`config.mk`:
```
export PLATFORM = sky130hd
export DESIGN_NAME = uart_tx_feeder
export DESIGN_NICKNAME = d
export VERILOG_FILES = /design/src/rtl/uart_tx_feeder_pkg.sv /design/src/rtl/uart_sync_fifo.sv /design/src/rtl/uart_tx_feeder.sv
export SDC_FILE = /design/constraint.sdc
export NUM_CORES = 1
export LEC_CHECK = 0
export ABC_AREA = 1
export BUFFER_PORTS_ARGS = -buffer_cell sky130_fd_sc_hd__buf_2
export CAP_MARGIN = 10
export CORE_UTILIZATION = 50
export DETAILED_ROUTE_END_ITERATION = 8
export HOLD_SLACK_MARGIN = 0.03
export PLACE_DENSITY = 0.73
export SLEW_MARGIN = 10
export SYNTH_ARGS = -nofsm -noshare
export SYNTH_HDL_FRONTEND = slang
export SYNTH_HIERARCHICAL = 1
export SYNTH_SLANG_ARGS = --single-unit
```
`constraint.sdc`:
```
create_clock -name clk -period 3.45 [get_ports clk]
set_input_delay 0.1725 -clock clk [delete_from_list [all_inputs] [get_ports clk]]
set_output_delay 0.1725 -clock clk [all_outputs]
set_load 0.02 [all_outputs]
```
`src/rtl/uart_tx_feeder_pkg.sv`:
```
// Shared definitions for the UART transmit front end: handoff FSM states and default sizes.
package uart_tx_feeder_pkg;

  localparam int unsigned WORD_WIDTH_DEF = 8;
  localparam int unsigned FIFO_DEPTH_DEF = 16;
  localparam int unsigned BIT_RESOLUTION = 16;

  typedef enum logic [2:0] {
    ST_IDLE  = 3'b001,
    ST_START = 3'b010,
    ST_WAIT  = 3'b100
  } tx_state_e;

endpackage

```
`src/rtl/uart_sync_fifo.sv`:
```
// Synchronous FIFO with registered full/empty/count and a one-cycle overflow pulse.
// The head word is presented combinationally on o_rd_data; shared with the RX path.
module uart_sync_fifo #(
  parameter int unsigned WORD_WIDTH = 8,
  parameter int unsigned FIFO_DEPTH = 16
) (
  input  logic                          clk,
  input  logic                          reset,
  input  logic                          i_push,
  input  logic [WORD_WIDTH-1:0]         i_wr_data,
  input  logic                          i_pop,
  output logic [WORD_WIDTH-1:0]         o_rd_data,
  output logic                          o_full,
  output logic                          o_empty,
  output logic [$clog2(FIFO_DEPTH):0]   o_count,
  output logic                          o_overflow
);

  localparam int unsigned AW = $clog2(FIFO_DEPTH);
  localparam int unsigned CW = AW + 1;
  localparam logic [AW:0] FULL_CNT = CW'(FIFO_DEPTH);

  logic [WORD_WIDTH-1:0] r_mem [FIFO_DEPTH];
  logic [AW-1:0]         r_wr_ptr;
  logic [AW-1:0]         r_rd_ptr;
  logic [AW:0]           r_count;
  logic                  r_full;
  logic                  r_empty;
  logic                  r_overflow;

  logic                  w_push;
  logic                  w_pop;
  logic [AW:0]           w_count_nxt;

  // Fullness is judged on the registered flag only; a same-cycle pop does not admit a write.
  assign w_push = i_push & ~r_full;
  assign w_pop  = i_pop & ~r_empty;

  always_comb begin
    w_count_nxt = r_count;
    if (w_push && !w_pop) begin
      w_count_nxt = r_count + CW'(1);
    end else if (!w_push && w_pop) begin
      w_count_nxt = r_count - CW'(1);
    end
  end

  always_ff @(posedge clk) begin
    if (w_push) begin
      r_mem[r_wr_ptr] <= i_wr_data;
    end
  end

  always_ff @(posedge clk or negedge reset) begin
    if (!reset) begin
      r_wr_ptr   <= '0;
      r_rd_ptr   <= '0;
      r_count    <= '0;
      r_full     <= 1'b0;
      r_empty    <= 1'b1;
      r_overflow <= 1'b0;
    end else begin
      if (w_push) r_wr_ptr <= r_wr_ptr + AW'(1);
      if (w_pop)  r_rd_ptr <= r_rd_ptr + AW'(1);
      r_count    <= w_count_nxt;
      r_full     <= (w_count_nxt == FULL_CNT);
      r_empty    <= (w_count_nxt == '0);
      r_overflow <= i_push & r_full;
    end
  end

  assign o_rd_data  = r_mem[r_rd_ptr];
  assign o_full     = r_full;
  assign o_empty    = r_empty;
  assign o_count    = r_count;
  assign o_overflow = r_overflow;

endmodule

```
`src/rtl/uart_tx_feeder.sv`:
```
// Buffered UART transmit front end: host writes go into a FIFO, and a handoff FSM feeds one
// word at a time to the transmitter over tx_start/tx_data/tx_done.
module uart_tx_feeder
  import uart_tx_feeder_pkg::*;
#(
  parameter int unsigned WORD_WIDTH = WORD_WIDTH_DEF,
  parameter int unsigned FIFO_DEPTH = FIFO_DEPTH_DEF
) (
  input  logic                          clk,
  input  logic                          reset,
  input  logic                          wr_en,
  input  logic [WORD_WIDTH-1:0]         wr_data,
  output logic                          full,
  output logic                          empty,
  output logic [$clog2(FIFO_DEPTH):0]   count,
  output logic                          overflow,
  output logic                          busy,
  output logic                          tx_start,
  output logic [WORD_WIDTH-1:0]         tx_data,
  input  logic                          tx_done
);

  tx_state_e             r_state;
  tx_state_e             w_state_nxt;
  logic                  r_busy;
  logic                  r_tx_start;
  logic [WORD_WIDTH-1:0] r_tx_data;

  logic                  w_pop;
  logic                  w_empty;
  logic [WORD_WIDTH-1:0] w_head;

  uart_sync_fifo #(
    .WORD_WIDTH (WORD_WIDTH),
    .FIFO_DEPTH (FIFO_DEPTH)
  ) u_fifo (
    .clk        (clk),
    .reset      (reset),
    .i_push     (wr_en),
    .i_wr_data  (wr_data),
    .i_pop      (w_pop),
    .o_rd_data  (w_head),
    .o_full     (full),
    .o_empty    (w_empty),
    .o_count    (count),
    .o_overflow (overflow)
  );

  always_comb begin
    w_state_nxt = r_state;
    w_pop       = 1'b0;
    unique case (r_state)
      ST_IDLE: begin
        if (!w_empty) begin
          w_pop       = 1'b1;
          w_state_nxt = ST_START;
        end
      end
      ST_START: w_state_nxt = ST_WAIT;
      ST_WAIT: begin
        if (tx_done) w_state_nxt = ST_IDLE;
      end
      default: w_state_nxt = ST_IDLE;
    endcase
  end

  // tx_start and busy are registered from the next state so they align with the state itself.
  always_ff @(posedge clk or negedge reset) begin
    if (!reset) begin
      r_state    <= ST_IDLE;
      r_busy     <= 1'b0;
      r_tx_start <= 1'b0;
      r_tx_data  <= '0;
    end else begin
      r_state    <= w_state_nxt;
      r_busy     <= (w_state_nxt != ST_IDLE);
      r_tx_start <= (w_state_nxt == ST_START);
      if (w_pop) r_tx_data <= w_head;
    end
  end

  assign empty    = w_empty;
  assign busy     = r_busy;
  assign tx_start = r_tx_start;
  assign tx_data  = r_tx_data;

endmodule
```
==> run metrics, run 1 <==
status completed; Peak VDD IR 527 µV; Hold Crit Class primary input to register; global-route wire length before repair 21.1 mm; CTS Buf Count 17; slowest stage cell, crit path nor2_1; 1st-iter DRT viols 455; Clock Sinks 157; Syn Inst Count 553; family with the most delay on the worst path simple AND/OR/NAND/NOR gates; cell area after synthesis 6570 µm²; Netlist cell types 25; Max Buffers Root-to-Sink 2; drc violations 0; CTS tree done; final setup violation count 0; Clock Latency Late Sink 0.42 ns; via count 4297; syn_area_per_cell 11.9 µm²; Critical R2R Launch u_fifo/o_empty$_DFF_PN1_; RSZ-0062 raised after global routing no; most frequent cells in the layout edfxtp_1 (128), nor2_1 (106), nand2_1 (63), o21ai_0 (50), o211ai_1 (32); Max stage delay on crit path 0.78 ns; Layout area overhead 12.3%; skew final 0.00837 ns; CP startpoint kind primary input; Layout Cells excl Fill 764; crit path time final 2.23 ns; Slew Viols, Final 0; vias in the first global route 4038; Tot GR Track Use 21.9%; FF-to-FF setup slack 1.23 ns; H-tree levels 4; routed vias/inst 5.62; DIE AREA 13600 µm²; IO Pins 30; final setup TNS 0 ns; Min-Delay Path Depth 4; global route overflow 0; cell row count 41; crit share post-route 64.7%; total wire length 13.9 mm; largest net degree at the start of global routing 67; clock-pin slew on the worst setup and hold paths 0.06 ns; Slew @ Worst Pin 0.964 ns; placed cell count 730; Worst Path Class, Setup primary input to register; max-cap viol count 0; Starting Density 51.6%; Worst R2R End u_fifo/o_full$_DFF_PN0_; Rel. slew slack 35.5%; Syn. warnings 6; share of cells above drive strength 1 14.7%; Pre-antenna DRT Iters 7; post-CTS setup buffers 0; commonest non-fill, non-tap cell in the layout edfxtp_1; cts hold-fix bufs 2; Final ANT Viol Nets 0; clock root buffer clkbuf_16; post-CTS sizing 0; HP Start tx_done; CP Max Fanout 13; Die X 117 µm; share of the yosys chip area belonging to registers 69.6%; DPL Wire Length 8.67 mm; worst min-delay path endpoint r_state[2]$_DFF_PN0_; final-report hold violation count 0; global placement routability congestion 0.864; core region area 12700 µm²; initial antenna violation count 0; Power Total 0.00665 W; fill count 1023; height of the chip 117 µm; Max Fclk 0.448 GHz; r2r worst-path depth 10; IO buf count 29; Arrival @ worst endpoint 2.27 ns; CP cell instances dlygate4sd3_1 -> buf_2 -> inv_1 -> nor2_2 -> nand2_1 -> nor2_1; DR WL/cell 18.2 µm; PwrDens 902 nW/µm²; WP data required 3.49 ns; post-synthesis sequential element count 157; CP Capture Type register; Final nets 598; Leakage Power 2.76 nW; syn nets 572; WP buf/inv 3; Inserted Diodes 0
==> power breakdown <==
part | switching (W) | internal, W | leakage [nW]
sequential | 0.000232 | 0.00239 | 1.51
combinational | 0.00161 | 0.000696 | 0.966
clock | 0.000678 | 0.00105 | 0.285
total | 0.00252 | 0.00414 | 2.76
==> registers in the layout (all words and copies together), names as in the netlist <==
name	cells
u_fifo/r_rd_ptr	4
u_fifo/o_overflow	1
busy	1
u_fifo/r_wr_ptr	4
tx_data	8
u_fifo/o_count	5
u_fifo/o_full	1
u_fifo/r_mem	128
tx_start	1
u_fifo/o_empty	1
r_state	3
==> cell usage after synthesis <==
cell	instances	area [µm²]
o21ai_1	15	75.1
nand4_1	10	62.6
xor2_1	6	52.6
dfstp_2	2	52.6
nand3_1	28	140
inv_2	1	3.75
nor2_1	106	398
nand2_2	1	6.26
dfrtp_1	27	676
buf_8	1	15.0
nand2_1	63	236
nor2_8	1	20.0
nand3b_1	3	22.5
inv_1	24	90.1
o211ai_1	32	240
clkinv_1	2	7.51
nor2_2	18	113
buf_2	9	45.0
o21ai_0	50	250
ha_1	7	87.6
nand3_2	1	10.0
buf_6	4	45.0
buf_4	6	45.0
edfxtp_1	128	3840
clkbuf_1	8	30.0
==> stage by stage <==
step	hold WS, ns	utilization (%)	worst slack (ns)	area (µm²)
2_1_floorplan	-0.123	-	1.63	6570
3_3_place_gp	0.221	53.4	1.38	6790
3_5_place_dp	0.236	53.4	1.27	6790
4_1_cts	0.0459	58.0	1.24	7370
5_1_grt	0.0704	58.0	1.03	7370
6_report	0.0569	58.0	1.22	7370
==> routing by layer <==
metal  global-route usage (%)  part of all wire [%]  up-vias
li1                         -                     -     1995
met2                     34.0                    49      140
met4                     9.70                   2.1        0
met5                        0                     0        -
met3                     5.71                   5.9       24
met1                     29.1                    42     2138
==> cell families (layout without fill, tap and decap cells) <==
logic type                 after synthesis  in the layout  synth area share, %
and+or+nand+nor                        231            231                 15.4
buffers and inverters                   55             94                 4.29
adders and majority gates                7              7                 1.33
AOI/OAI and AO/OA                       97             97                 8.61
DFF                                    157            157                 69.6
xor gates and xnor gates                 6              6                0.800
==> layout make-up <==
type | instances | area, µm² | share of cell area [%]
multi-input combinational | 341 | 1710 | 23.2
tap | 172 | 215 | 2.92
sequential | 157 | 4570 | 62.0
timing repair buffer | 35 | 208 | 2.82
clock buffer | 26 | 531 | 7.19
inverter | 27 | 101 | 1.37
clock inverter | 6 | 31.3 | 0.424
==> worst reg2reg max path, stage by stage, from the launching register on <==
cell      delay (ns)
dfstp_2         0.55
clkinv_1        0.24
nand3_2         0.29
inv_1           0.11
nand2_2         0.19
nand2_1         0.16
nand3_1         0.15
nand2_1         0.08
nor2_1          0.14
nand3_1         0.13
nor2_1          0.11
==> worst max-delay path by stage <==
stage	start	end	slack [ns]	depth (start not counted)
6_report	wr_en	u_fifo/r_mem[1][7]$_DFFE_PP_	1.22	6
5_1_grt	u_fifo/o_empty$_DFF_PN1_	u_fifo/o_full$_DFF_PN0_	1.03	10
4_1_cts	u_fifo/o_full$_DFF_PN0_	u_fifo/r_mem[1][7]$_DFFE_PP_	1.24	3
3_5_place_dp	u_fifo/o_full$_DFF_PN0_	u_fifo/r_mem[1][0]$_DFFE_PP_	1.27	3
3_3_place_gp	u_fifo/r_rd_ptr[0]$_DFFE_PN0P_	tx_data[1]$_DFFE_PN0P_	1.38	10
2_1_floorplan	u_fifo/o_empty$_DFF_PN1_	u_fifo/o_empty$_DFF_PN1_	1.63	11
No activity file was read; power rests on OpenSTA's default activity.
==> run 2, diff against run 1 <==
PLACE_DENSITY = 0.76   (was 0.73)
clock period = 1.9 ns   (was 3.45 ns; I/O delays follow)
==> run 2 against run 1 <==
Routed wire length is 3.6% higher. Cell area increased by 3.8%. Sequential share of layout area is 2.3 points lower. Total power increased by 92%. Utilization up 2.2 points. Critical path depth grew 1.
==> run metrics, run 2 (same netlist as run 1, synthesis figures left out) <==
P_int 0.00802 W; cell row count 41; WP buf/inv 1; height of the chip 117 µm; global-route wire length before repair 22.0 mm; CP cell instances buf_4 -> o21ai_0 -> o211ai_1 -> nand3_1 -> nand2_1 -> nand4_1 -> nand2_1; Final nets 624; 1st-iter DRT viols 359; fill count 997; most frequent CP cell nand2_1; crit share post-route 92.2%; Post-Place Setup Slack 0.110 ns; CTS Buf Count 17; core region area 12700 µm²; vias in the first global route 4114; Worst Path Class, Setup register to register; clock root buffer clkbuf_16; Max stage delay on crit path 0.38 ns; Starting Density 51.6%; DR WL/cell 18.2 µm; drc violations 0; Arrival @ worst endpoint 2.10 ns; largest net degree at the start of global routing 41; Hold Crit Class primary input to register; Max Buffers Root-to-Sink 2; DPL Wire Length 9.04 mm; post-CTS setup buffers 0; Slew @ Worst Pin 0.665 ns; final-report hold violation count 0; share of cells above drive strength 1 18.3%; Die X 117 µm; max-cap viol count 0; status completed; family with the most delay on the worst path simple AND/OR/NAND/NOR gates; post-layout util 60.1%; Tot GR Track Use 22.6%; clock power share 27.2%; routed vias/inst 5.49; skew final 0.00802 ns; final setup TNS 0 ns; switching pwr 0.00474 W; slowest stage cell, crit path dfrtp_1; via count 4337; register with the most flip-flops u_fifo/r_mem; WP data required 2.25 ns; Inserted Diodes 0; IO Pins 30; PwrDens 1670 nW/µm²; Sw Ratio 37.2%; Pre-antenna DRT Iters 5; Rel. slew slack 55.6%; H-tree levels 4; crit path time final 1.75 ns; Layout area overhead 16.5%; Leakage Power 2.90 nW; initial antenna violation count 0; global placement routability congestion 0.879; global route overflow 0; Final WS setup 0.147 ns; Peak VDD IR 794 µV; Clock Latency Late Sink 0.42 ns; max reg flops 128; IO buf count 29; part of the power in registers 36.7%; clock-pin slew on the worst setup and hold paths 0.06 ns; commonest non-fill, non-tap cell in the layout edfxtp_1; CP Max Fanout 22; most frequent cells in the layout edfxtp_1 (128), nor2_1 (105), nand2_1 (62), o21ai_0 (50), o211ai_1 (32); Clock Sinks 157; Logic pwr share 36.1%; DIE AREA 13600 µm²; total wire length 14.4 mm; CP startpoint kind register; CTS tree done; Final ANT Viol Nets 0; CP Capture Type register; final setup violation count 0; Max Fclk 0.571 GHz; Slew Viols, Final 0
[run 2: cell types whose count changed in the layout (fill, tap and decap cells not counted), sizes merged]
cell	delta
dlygate4sd3	+1
bufinv	+4
inv	-1
buf	+25
clkbuf	-6
clkinvlp	+3
[run 2: path summary, 6_finish.rpt]
path | from | endpoint | slack [ns] | cells after the start
setup reg to reg | u_fifo/r_rd_ptr[0]$_DFFE_PN0P_ | tx_data[1]$_DFFE_PN0P_ | 0.15 | 7
hold / removal | wr_data[5] | u_fifo/r_mem[1][5]$_DFFE_PP_ | 0.09 | 1
max in group asynchronous | reset | r_state[2]$_DFF_PN0_ | 1.18 | 2
hold reg to reg | tx_data[6]$_DFFE_PN0P_ | tx_data[6]$_DFFE_PN0P_ | 0.47 | 2
setup / recovery | u_fifo/r_rd_ptr[0]$_DFFE_PN0P_ | tx_data[1]$_DFFE_PN0P_ | 0.15 | 7
min in group asynchronous | reset | busy$_DFF_PN0_ | 0.25 | 2
[run 2: area by class of cell]
cell class / instances / area, µm² / share of cell area, %
multi-input combinational: 341 / 1720 / 22.5
timing repair buffer: 61 / 430 / 5.63
inverter: 27 / 101 / 1.32
sequential: 157 / 4570 / 59.8
clock inverter: 12 / 170 / 2.22
tap: 172 / 215 / 2.81
clock buffer: 20 / 437 / 5.71
[run 2: routing by layer]
metal  routed length, µm  global-route usage, %  share of wire [%]
met1                6020                   30.9                 42
met3                1050                   5.92                7.3
met4                 278                   8.52                1.9
met2                7060                   35.1                 49
met5                   0                      0                  0
[run 2: repair_timing]
action / in CTS / in global routing
resized for setup: 0 / 4
hold buffers: 3 / 0
endpoints found under the setup margin: 0 / 2
endpoints found under the hold margin: 30 / 0
[run 2: per-stage QoR]
stage          cells  hold slack (ns)  area [µm²]  total power (W)
2_1_floorplan    553           -0.201        6570          0.00785
3_3_place_gp     755            0.152        7000          0.00904
3_5_place_dp     755            0.160        7000          0.00921
4_1_cts          790           0.0861        7640           0.0127
5_1_grt          790            0.102        7650           0.0135
6_report         790           0.0882        7650           0.0128
[run 2: power by group through the flow]
stage / Clock, W / Combinational, W / Sequential, W
after floorplan: 0 / 0.00300 / 0.00486
final: 0.00347 / 0.00461 / 0.00469
after global routing: 0.00363 / 0.00510 / 0.00474
after global placement: 0 / 0.00433 / 0.00471
after detailed placement: 0 / 0.00447 / 0.00475
after CTS: 0.00349 / 0.00454 / 0.00468
==> run 3, diff against run 2 <==
HOLD_SLACK_MARGIN = 0.08   (was 0.03)
PLACE_DENSITY = 0.74   (was 0.76)
SYNTH_HIERARCHICAL = default   (was 1)
==> run 3 against run 2 <==
Cell count down 1.1%. Die area down 1.2%. Global-route usage up 0.076 points. Worst hold slack better by 0.0023 ns. Sequential cell count unchanged. Worst setup slack better by 0.071 ns. Sequential share of layout area up 0.40 points. Routed wire length down 3.5%. Critical path depth up 2. Clock power up 1%. Non-clock buffer count up 4. Cell area down 0.64%.
==> run metrics, run 3 <==
Clock Latency Late Sink 0.42 ns; leading area contributor after synthesis edfxtp_1; Post-synth EDFFs 128; crit path time final 1.68 ns; syn_area_per_cell 12.0 µm²; final-report hold violation count 0; core region area 12600 µm²; top-area cell type share of the netlist area 59.3%; Most Crowded Layer GR met2; Peak VDD IR 809 µV; Slew Viols, Final 0; Critical R2R Launch r_state[2]$_DFF_PN0_; height of the chip 116 µm; area occupied by multi-input gates 1650 µm²; cell area after synthesis 6480 µm²; Area contributors post-synth edfxtp_1 (59%), dfrtp_1 (10%), nor2_1 (6.8%); post-synthesis sequential element count 157; CP Capture Type register; DPL Wire Length 8.86 mm; clock-pin slew on the worst setup and hold paths 0.07 ns; Rel. slew slack 54.4%; CP Max Fanout 17; Placed Area 6890 µm²; post-CTS setup buffers 0; clock root buffer clkbuf_16; global-route wire length before repair 22.0 mm; 1st-iter DRT viols 309; Layout area overhead 17.2%; final setup TNS 0 ns; via count 4304; cts hold-fix bufs 9; WP data required 2.25 ns; most frequent cells in the layout edfxtp_1 (128), nor2_1 (118), nand2_1 (65), o21ai_0 (47), o211ai_1 (32); CP cell instances nor2_2 -> nand3_4 -> nor2_4 -> inv_2 -> nand3_1 -> nand2_1 -> nor2_1 -> nand2_1 -> nor2_1; Power Total 0.0126 W; register area 4570 µm²; H-tree levels 4; global placement routability congestion 0.865; Clock Sinks 157; IO Pins 30; Max Fclk 0.595 GHz; crit share post-route 88.5%; RSZ-0062 raised after global routing no; Syn. warnings 0; syn nets 559; Arrival @ worst endpoint 2.03 ns; fill count 1003; Hold Crit Class primary input to register; r2r worst-path depth 9; global route overflow 0; Slew @ Worst Pin 0.684 ns; total wire length 13.9 mm; Starting Density 51.4%; cell row count 41; slowest stage cell, crit path dfrtp_1; Final nets 615; Tot GR Track Use 22.7%; met3 Use GR 5.33%; GR Layer Usage met1 29.5%; CP startpoint kind register; register with the most flip-flops u_fifo.r_mem; final setup violation count 0; Leakage Power 2.86 nW; post-layout util 60.2%; drc violations 0; met2 Use GR 36.7%; CTS tree done; commonest non-fill, non-tap cell in the layout edfxtp_1; most frequent cell after synthesis edfxtp_1; Setup crit start r_state[2]$_DFF_PN0_; Max Buffers Root-to-Sink 2; post-CTS sizing 0; top cells by count, synth edfxtp_1 (128), nor2_1 (118), nand2_1 (65); Hold Slack 0.0905 ns; initial antenna violation count 0; IO buf count 29; routed vias/inst 5.51; Min-Delay Path Depth 1; async set-or-reset flop fraction in the synthesized netlist 18.5%; max reg flops 128; largest net degree at the start of global routing 47; DIE AREA 13400 µm²; vias in the first global route 4123; skew final 0.00729 ns; Pre-antenna DRT Iters 4; Max stage delay on crit path 0.40 ns; top_reg_cell synth edfxtp_1; Die X 116 µm; max-cap viol count 0; Final ANT Viol Nets 0; share of the yosys chip area belonging to registers 70.5%; CTS Buf Count 17; Netlist cell types 29; DR WL/cell 17.8 µm; HP Start wr_data[5]; Worst Path Class, Setup register to register; family with the most delay on the worst path simple AND/OR/NAND/NOR gates; final instance area 7600 µm²; Syn Inst Count 540; WP buf/inv 1; share of cells above drive strength 1 16.4%; PwrDens 1650 nW/µm²; WP depth 9; status completed; Inserted Diodes 0
-- run 3: cell types whose count changed after synthesis, moves of 3 or more --
cell | before | now
buf_4 | 6 | 3
nor2_2 | 18 | 1
xor2_1 | 6 | 9
nand3_1 | 28 | 24
inv_1 | 24 | 17
o21ai_1 | 15 | 20
nor2_1 | 106 | 118
buf_6 | 4 | 7
o21ai_0 | 50 | 47
nand4_1 | 10 | 2
-- run 3: area by class of cell --
cell class,instances,share of cell area (%)
Clock inverter,15,2.57
Clock buffer,17,5.60
Inverter,21,1.04
Multi-Input combinational cell,334,21.7
Sequential cell,157,60.2
Tap cell,172,2.83
Timing Repair Buffer,65,6.09
-- run 3: cells by family (layout without fill, tap and decap cells) --
group | Yosys count | in the layout | synth area share (%)
DFF | 157 | 157 | 70.5
adders and majority gates | 7 | 7 | 1.35
xor gates and xnor gates | 9 | 9 | 1.22
and+or+nand+nor | 217 | 217 | 13.8
AOI/OAI and AO/OA | 101 | 101 | 9.09
buffers and inverters | 49 | 118 | 4.05
-- run 3: power breakdown --
part / total, W / internal [W] / switching [W]
clock network: 0.00352 / 0.00211 / 0.00141
logic: 0.00439 / 0.00143 / 0.00296
registers: 0.00466 / 0.00433 / 0.000328
-- run 3: routing by layer --
metal  up-vias  part of all wire [%]
met5         -                     0
met4         0                   2.3
met3        27                   5.4
met2       144                    50
met1      2123                    42
li1       2010                     -
-- run 3: final timing paths --
check                                            endpoint  slack, ns
max                              u_fifo.o_empty$_DFF_PN1_       0.22
max in group asynchronous  u_fifo.r_rd_ptr[1]$_DFFE_PN0P_       1.16
min                          u_fifo.r_mem[4][5]$_DFFE_PP_       0.09
min reg2reg                        tx_data[0]$_DFFE_PN0P_       0.48
min in group asynchronous              tx_start$_DFF_PN0_       0.26
max reg2reg                      u_fifo.o_empty$_DFF_PN1_       0.22
-- run 3: through the flow --
step                      instances  setup slack [ns]
after detailed placement        740             0.224
final                           781             0.218
after floorplan                 540             0.145
after global placement          740             0.253
after CTS                       781             0.212
after global routing            781            0.0667
